<file path="config.mk">
export PLATFORM = sky130hd
export DESIGN_NAME = gpu_mem_cmd_arbiter
export DESIGN_NICKNAME = d
export VERILOG_FILES = /design/src/rtl/gpu_def.sv /design/src/rtl/gpu_rr_picker.sv /design/src/rtl/gpu_mem_cmd_arbiter.sv
export SDC_FILE = /design/constraint.sdc
export NUM_CORES = 1
export LEC_CHECK = 0
export BUFFER_PORTS_ARGS = -buffer_cell sky130_fd_sc_hd__buf_2
export CORE_AREA = 2 2 109 111
export CTS_CLUSTER_SIZE = 28
export DETAILED_ROUTE_END_ITERATION = 12
export DIE_AREA = 0 0 111 113
export PLACE_DENSITY_LB_ADDON = 0.2
export SLEW_MARGIN = 20
export SYNTH_ARGS = -nofsm -noshare
export SYNTH_HDL_FRONTEND = slang
export SYNTH_SLANG_ARGS = --single-unit
</file>
<file path="constraint.sdc">
create_clock -name i_clk -period 5.9 [get_ports i_clk]
set_input_delay 0.885 -clock i_clk [delete_from_list [all_inputs] [get_ports i_clk]]
set_output_delay 0.885 -clock i_clk [all_outputs]
set_load 0.005 [all_outputs]
</file>
<file path="src/rtl/gpu_def.sv">
// Shared GPU definitions: memory command codes, arbiter state type and requester indices.
package gpu_def;

  localparam logic [2:0] MEM_CMD_NONE       = 3'd0;
  localparam logic [2:0] MEM_CMD_PIXEL2VRAM = 3'd1;
  localparam logic [2:0] MEM_CMD_VRAM2PIXEL = 3'd2;
  localparam logic [2:0] MEM_CMD_VRAM2VRAM  = 3'd3;
  localparam logic [2:0] MEM_CMD_FILLVRAM   = 3'd4;
  localparam logic [2:0] MEM_CMD_STENCIL_RD = 3'd5;
  localparam logic [2:0] MEM_CMD_STENCIL_WR = 3'd6;

  typedef enum logic [0:0] {
    ARB_OPEN   = 1'b0,
    ARB_LOCKED = 1'b1
  } arbState_t;

  localparam int REQ_COPYCV = 0;
  localparam int REQ_COPYVV = 1;
  localparam int REQ_COPYVC = 2;
  localparam int REQ_RASTER = 3;

  // Round-robin successor of a requester index among n requesters.
  function automatic logic [2:0] rr_next(input logic [2:0] idx, input int n);
    if (int'(idx) + 1 >= n) return 3'd0;
    return idx + 3'd1;
  endfunction

endpackage

</file>
<file path="src/rtl/gpu_rr_picker.sv">
// Combinational rotating priority encoder: first set request at or above i_ptr, with wrap.
module gpu_rr_picker #(
  parameter int N = 4
) (
  input  logic [N-1:0] i_req,
  input  logic [2:0]   i_ptr,
  output logic [N-1:0] o_grant,
  output logic [2:0]   o_idx,
  output logic         o_any
);

  always_comb begin
    o_grant = '0;
    o_idx   = '0;
    o_any   = 1'b0;
    for (int k = 0; k < N; k++) begin
      int j;
      j = int'(i_ptr) + k;
      if (j >= N) j = j - N;
      for (int n = 0; n < N; n++) begin
        if (!o_any && n == j && i_req[n]) begin
          o_grant[n] = 1'b1;
          o_idx      = 3'(n);
          o_any      = 1'b1;
        end
      end
    end
  end

endmodule

</file>
<file path="src/rtl/gpu_mem_cmd_arbiter.sv">
// Round-robin arbiter with lock and watchdog feeding the GPU memory command FIFO
// through a registered single-entry output stage.
module gpu_mem_cmd_arbiter
  import gpu_def::*;
#(
  parameter int NUM_REQ      = 4,
  parameter int ADR_W        = 17,
  parameter int DATA_W       = 32,
  parameter int LOCK_TIMEOUT = 63
) (
  input  logic                      i_clk,
  input  logic                      i_nrst,
  input  logic [NUM_REQ-1:0]        i_req,
  input  logic [NUM_REQ-1:0]        i_lock,
  input  logic [3*NUM_REQ-1:0]      i_cmd,
  input  logic [ADR_W*NUM_REQ-1:0]  i_adr,
  input  logic [DATA_W*NUM_REQ-1:0] i_data,
  output logic [NUM_REQ-1:0]        o_accept,
  output logic [NUM_REQ-1:0]        o_owner,
  output logic                      o_cmdValid,
  output logic [2:0]                o_cmd,
  output logic [ADR_W-1:0]          o_adr,
  output logic [DATA_W-1:0]         o_data,
  output logic [2:0]                o_src,
  input  logic                      i_fifoAccept,
  output logic                      o_lockTimeout
);

  arbState_t            state_q, state_d;
  logic [2:0]           ptr_q, ptr_d;
  logic [NUM_REQ-1:0]   owner_q, owner_d;
  logic [2:0]           owner_idx_q, owner_idx_d;
  logic [7:0]           wd_q, wd_d;
  logic                 cmd_valid_q, cmd_valid_d;
  logic [2:0]           cmd_q, cmd_d;
  logic [ADR_W-1:0]     adr_q, adr_d;
  logic [DATA_W-1:0]    data_q, data_d;
  logic [2:0]           src_q, src_d;

  logic [NUM_REQ-1:0]   req_vld, elig, win_oh;
  logic [2:0]           win_idx;
  logic                 win_any, slot_free, timeout, accept_en, lock_sel;
  logic [2:0]           cmd_sel;
  logic [ADR_W-1:0]     adr_sel;
  logic [DATA_W-1:0]    data_sel;

  always_comb begin
    req_vld = '0;
    for (int n = 0; n < NUM_REQ; n++)
      req_vld[n] = i_req[n] && (i_cmd[3*n +: 3] != MEM_CMD_NONE);
  end

  assign elig = (state_q == ARB_LOCKED) ? (req_vld & owner_q) : req_vld;

  gpu_rr_picker #(.N(NUM_REQ)) u_picker (
    .i_req   (elig),
    .i_ptr   (ptr_q),
    .o_grant (win_oh),
    .o_idx   (win_idx),
    .o_any   (win_any)
  );

  always_comb begin
    lock_sel = 1'b0;
    cmd_sel  = MEM_CMD_NONE;
    adr_sel  = '0;
    data_sel = '0;
    for (int n = 0; n < NUM_REQ; n++) begin
      if (win_oh[n]) begin
        lock_sel = i_lock[n];
        cmd_sel  = i_cmd[3*n +: 3];
        adr_sel  = i_adr[ADR_W*n +: ADR_W];
        data_sel = i_data[DATA_W*n +: DATA_W];
      end
    end
  end

  // The timeout cycle is decided from the count alone, so an owner beat arriving then is refused.
  assign slot_free     = !cmd_valid_q || i_fifoAccept;
  assign timeout       = i_nrst && (state_q == ARB_LOCKED) && (wd_q == 8'(LOCK_TIMEOUT - 1));
  assign accept_en     = i_nrst && slot_free && win_any && !timeout;
  assign o_accept      = accept_en ? win_oh : '0;
  assign o_lockTimeout = timeout;

  always_comb begin
    state_d     = state_q;
    ptr_d       = ptr_q;
    owner_d     = owner_q;
    owner_idx_d = owner_idx_q;
    wd_d        = wd_q;
    cmd_valid_d = cmd_valid_q;
    cmd_d       = cmd_q;
    adr_d       = adr_q;
    data_d      = data_q;
    src_d       = src_q;
    if (accept_en) begin
      cmd_valid_d = 1'b1;
      cmd_d       = cmd_sel;
      adr_d       = adr_sel;
      data_d      = data_sel;
      src_d       = win_idx;
    end else if (i_fifoAccept) begin
      cmd_valid_d = 1'b0;
    end
    case (state_q)
      ARB_OPEN: begin
        wd_d = '0;
        if (accept_en) begin
          if (lock_sel) begin
            state_d     = ARB_LOCKED;
            owner_d     = win_oh;
            owner_idx_d = win_idx;
          end else begin
            ptr_d = rr_next(win_idx, NUM_REQ);
          end
        end
      end
      ARB_LOCKED: begin
        if (timeout || (accept_en && !lock_sel)) begin
          state_d = ARB_OPEN;
          ptr_d   = rr_next(owner_idx_q, NUM_REQ);
          owner_d = '0;
          wd_d    = '0;
        end else if (accept_en) begin
          wd_d = '0;
        end else begin
          wd_d = wd_q + 8'd1;
        end
      end
      default: state_d = ARB_OPEN;
    endcase
  end

  always_ff @(posedge i_clk) begin
    if (!i_nrst) begin
      state_q     <= ARB_OPEN;
      ptr_q       <= '0;
      owner_q     <= '0;
      owner_idx_q <= '0;
      wd_q        <= '0;
      cmd_valid_q <= 1'b0;
      cmd_q       <= MEM_CMD_NONE;
      adr_q       <= '0;
      data_q      <= '0;
      src_q       <= '0;
    end else begin
      state_q     <= state_d;
      ptr_q       <= ptr_d;
      owner_q     <= owner_d;
      owner_idx_q <= owner_idx_d;
      wd_q        <= wd_d;
      cmd_valid_q <= cmd_valid_d;
      cmd_q       <= cmd_d;
      adr_q       <= adr_d;
      data_q      <= data_d;
      src_q       <= src_d;
    end
  end

  assign o_owner    = owner_q;
  assign o_cmdValid = cmd_valid_q;
  assign o_cmd      = cmd_q;
  assign o_adr      = adr_q;
  assign o_data     = data_q;
  assign o_src      = src_q;

endmodule
</file>
# After elaboration in Yosys (flattened, before gate mapping)
# Cells that the tools add are included.
# op_classes
addsub	12
magnitude_cmp	6
n_eq_ne	17
n_mux	96
bitwise	2
reduce_logical	73
# op_table
operator	n
$eq A3 B32 Y1 const A	8
$mux W32	8
$eq A2 B32 Y1 const A	4
$logic_not A32 Y1	4
$ge A32 B4 Y1 const B	3
$sub A32 B4 Y32 const B	3
$mux W17	4
$mux W1	48
$logic_and A1 B1 Y1	41
$mux W3	11
$mux W2	14
$mux W4	5
$logic_not A1 Y1	18
$mux W8	2
$pmux W8 S2	1
$add A3 B1 Y4 const B	3
$reduce_bool A3 Y1	4
$reduce_and A3 Y1	3
$add A3 B2 Y4 const B	2
$add A8 B1 Y8 const B	1
$eq A8 B6 Y1 const B	1
$ge A4 B3 Y1 const B	2
$pmux W4 S2	1
$add A3 B1 Y3 const B	2
other kinds (10)	13
# word_totals
register_bits	75
output_inout_bits	65
wordCells	216

# Logic depth before layout (Yosys ltp)
# logic_depth
depth_word	76
depth_mapped	13

# Cells and area by module
# Synthesis repeated with hierarchy kept, for this count alone.
# hier_totals
cells_unflattened	617
hier_area_um2	5068.6
# modules_own_cells
module	instances	cells_per_inst	area_each_um2
gpu_mem_cmd_arbiter	1	568	4765.8
gpu_rr_picker	1	49	302.8

# Worst setup path before layout
# No wires, ideal clock.
# synth_path
kind	input-to-output
startpoint	in i_cmd[0]
endpoint	out o_accept[1]
t_arrival_ps	3171
t_required_ps	5015
setup_slack_ps	1844
cell_stages	8
n_path_buf	2
cell_sequence	or3_1 -> and3_1 -> mux4_2 -> o41ai_4 -> nor2_2 -> buf_2 -> buf_2 -> and2_1
# synth_via
elab_chain_len	69
elab_cells_between_ends	73
cone_classes	22 x mux; 1 x bitwise; 50 x reduce/logical
# synth_lines
element	line	source
start, declared	gpu_mem_cmd_arbiter.sv:15	input logic [3*NUM_REQ-1:0] i_cmd,
$reduce_bool A3 Y1 (*)	gpu_mem_cmd_arbiter.sv:50	req_vld[n] = i_req[n] && (i_cmd[3*n +: 3] != MEM_CMD_NONE);
$logic_and A1 B1 Y1 (*)	gpu_mem_cmd_arbiter.sv:50	
$and A4 B4 Y4	gpu_mem_cmd_arbiter.sv:53	assign elig = (state_q == ARB_LOCKED) ? (req_vld & owner_q) : req_vld;
$mux W4 (*)	gpu_mem_cmd_arbiter.sv:53	
$logic_and A1 B1 Y1	gpu_rr_picker.sv:21	if (!o_any && n == j && i_req[n]) begin
$mux W1	gpu_rr_picker.sv:21	
$logic_not A1 Y1	gpu_rr_picker.sv:21	
$logic_and A1 B1 Y1 (2 in series)	gpu_rr_picker.sv:21	
[49 not listed]	-	
$logic_not A1 Y1	gpu_rr_picker.sv:21	
$logic_and A1 B1 Y1 (2 in series)	gpu_rr_picker.sv:21	
$mux W1	gpu_rr_picker.sv:21	
$logic_not A1 Y1	gpu_rr_picker.sv:21	
$logic_and A1 B1 Y1 (2 in series)	gpu_rr_picker.sv:21	
$mux W1	gpu_rr_picker.sv:21	
$logic_and A1 B1 Y1 (2 in series)	gpu_mem_cmd_arbiter.sv:81	assign accept_en = i_nrst && slot_free && win_any && !timeout;
$mux W4 (*)	gpu_mem_cmd_arbiter.sv:82	assign o_accept = accept_en ? win_oh : '0;
end, declared	gpu_mem_cmd_arbiter.sv:18	output logic [NUM_REQ-1:0] o_accept,
# Every way passes the cells marked *; elsewhere a longest branch is shown, timed or not.

# Worst setup path after layout
# Same ends and word-level chain as after synthesis.

==> reports/qor.yml <==
status:
  status: "completed"
worst_hold_path:
  hold_path.class: "flip-flop to flip-flop"
  hp-start: "o_owner[1]$_SDFFE_PN0P_"
  holdPathStages: 2
  worstHoldEndpoint: "o_owner[1]$_SDFFE_PN0P_"
critical_path:
  cp_max_fo: 31
  crit_top_cell: "buf_2"
  required_ns: 5.02
  cp_cell_sequence: "buf_2 > or3_1 > and3_1 > mux4_2 > o41ai_4 > nor2_4 > and2_1 > buf_2"
  crit_path_top_delay_cell: "o41ai_4"
  slowest_delay_ns: 0.67
  path_class: "input port to primary output"
  rrSetupSlack_ns: 2.14
  worstPathArrival_ns: 3.60
  end_kind: "primary output"
  rr_worst_depth: 9
  rr_endpoint: "owner_idx_q[1]$_SDFFE_PN0P_"
  reg2reg_from: "state_q$_SDFF_PN0_"
  startpoint_type: "input port"
route:
  drtIter0Drc: 532
  drc: 0
  vias: 4979
  routedWlPerCell_microns: 18.2
  routed_wl_mm: 15.8
  postRouteAntennaNets: 0
  dr.pass1.iters: 10
  vias_per_cell: 5.72
synthesis:
  synth-seq-cells: 73
  seq_area_frac_synth: 0.377
  syn_nets: 690
  yosys-top-cells-count: "73 x dfxtp_1, 64 x nand2_1, 55 x a31oi_1"
  yosysUniqueCellTypes: 44
  synthTopCellsByArea: "dfxtp_1 38%, a222oi_1 13%, a31oi_1 8.9%"
  syn_avg_cell_area_sq_um: 8.31
  yosys.area.top_type_share: 0.377
  synth_top_area_cell: "dfxtp_1"
  async_reset_ff_frac: 0
  synth_ff_type: "dfxtp_1"
  yosys_warnings: 0
  syn_inst: 467
  syn_area_sq_um: 3880
  yosysMostFrequentCell: "dfxtp_1"
  synth_enable_flop_cells: 0
clock_network:
  post_cts_resized: 0
  postCtsSetupRepairBufs: 0
  cts_tree: "built"
  cts_buffers: 9
  cts.htree.levels: 3
  clock_latency_ns: 0.34
  cts_hold_buf: 0
  cts_root_buf: "clkbuf_16"
  clockBufferDepth: 2
  path_clk_slew_ns: 0.06
  cts_sinks: 73
layout:
  area_growth_pct: 46.9
  drive_gt1_frac: 0.436
  multiInputGateArea_sq_um: 2250
  final_nets: 945
  fillers: 1118
  seqCellArea_sq_um: 1460
  diodes: 0
  utilization: 0.505
timing:
  period_minus_slack_ns: 4.49
  max_freq_mhz: 223
  setup_viol: 0
  hold_violations: 0
  slew_headroom: 0.264
  worst_pin_slew_ns: 1.10
  fin_setup_tns_ns: 0
  rsz0062_at_grt: "no"
  fin_crit_sh: 0.761
  final_max_slew_viol_count: 0
  skew_ns: 0.0118
place:
  port_buffers: 282
  hpwl_mm: 11.8
  gp_congestion: 0.916
die:
  initial_core_util: 0.344
  die_x_microns: 111
  io_pins: 284
  rows: 39
  die_h_microns: 113
  core_area_sq_um: 11300
  die_area_sq_um: 12500
power_and_ir_drop:
  cellLeakagePower_nw: 2.60
  p_per_area_nw_per_um2: 467
  ir_drop_mv: 0.157
grt:
  grt_start_max_net_pins: 82
  grt_pass1_vias: 4784
  grt_pass1_wl_mm: 23.9
  antenna_found_initial: 0
  grt_usage: 0.237
  overflow: 0
flow_run:
  cap_violations: 0
[layer usage]
layer,up-vias,global-route usage,wire (microns)
li1,2379,-,-
met4,0,0.100,515
met2,258,0.429,7980
met1,2304,0.270,6220
met5,-,0,0
met3,38,0.0514,1130
[stage by stage]
stage,cells,area (sq um),hold slack [ns],power [mW],setup WS (ns)
global route,870,5700,0.496,2.83,1.29
global placement,854,5380,0.466,2.04,1.52
finish,870,5700,0.479,2.66,1.41
floorplan,467,3880,0.453,1.58,1.84
CTS,870,5700,0.488,2.66,1.43
detailed placement,854,5380,0.475,2.06,1.44
[layout make-up]
cell class,instances,area share
multi-input combinational,342,0.394
tap,143,0.0314
inverter,7,0.00461
timing repair buffer,289,0.257
clock buffer,9,0.0395
sequential,73,0.256
clock inverter,7,0.0167
[flip-flops by register name, summed over array words and instances (netlist names)]
| name | flops |
|---|---|
| o_cmdValid | 1 |
| o_adr | 17 |
| wd_q | 8 |
| state_q | 1 |
| ptr_q | 3 |
| o_data | 32 |
| o_owner | 4 |
| o_cmd | 3 |
| o_src | 2 |
| owner_idx_q | 2 |
[kinds of logic (layout without fill, tap and decap cells)]
| logic type | after synthesis | after routing | synth area share |
|---|---|---|---|
| AOI/OAI and AO/OA | 192 | 192 | 0.368 |
| and+or+nand+nor | 137 | 137 | 0.163 |
| muxes | 2 | 2 | 0.0116 |
| xor gates and xnor gates | 6 | 6 | 0.0135 |
| adders and majority gates | 4 | 4 | 0.0129 |
| DFF | 73 | 73 | 0.377 |
| other | 1 | 1 | 0.000967 |
| buffers and inverters | 52 | 312 | 0.0529 |
[worst max-delay path, delay by kind of cell]
kind,cells,cell delay (ns)
simple gates,4,1.24
compound gates,1,0.67
mux,1,0.56
buf+inv,2,0.23
[worst max-delay path by stage]
stage             start           to  cells past startpoint  slack (ns)
2_1_floorplan  i_cmd[0]  o_accept[1]                      8        1.84
3_3_place_gp   i_cmd[0]  o_accept[1]                      8        1.52
3_5_place_dp   i_cmd[0]  o_accept[1]                      8        1.44
4_1_cts        i_cmd[0]  o_accept[1]                      8        1.43
5_1_grt        i_cmd[0]  o_accept[1]                      8        1.29
6_report       i_cmd[0]  o_accept[1]                      8        1.41
[power by group]
part	internal, mW	leakage (nW)	switching (mW)
clock	0.370	0.155	0.219
sequential	0.661	0.601	0.100
combinational	0.508	1.84	0.803
[layout by cell type (no fill, tap or decap), types with 3 or more instances in the layout]
cell type    n
o21ai_1     46
inv_1        7
or3_1        5
xor2_1       5
nand3_1     14
nor3_1       3
o21ai_0     11
buf_2      282
a21oi_1      3
clkbuf_16    9
dfxtp_1     73
nor2_1      18
a31oi_1     55
nand2_1     64
and2_1       5
and3_1       7
a222oi_1    52
nand4_1      8
a211oi_1     6
ha_1         4
buf_4        7
nand2b_1     6
Power figures use the tool's default switching activity.
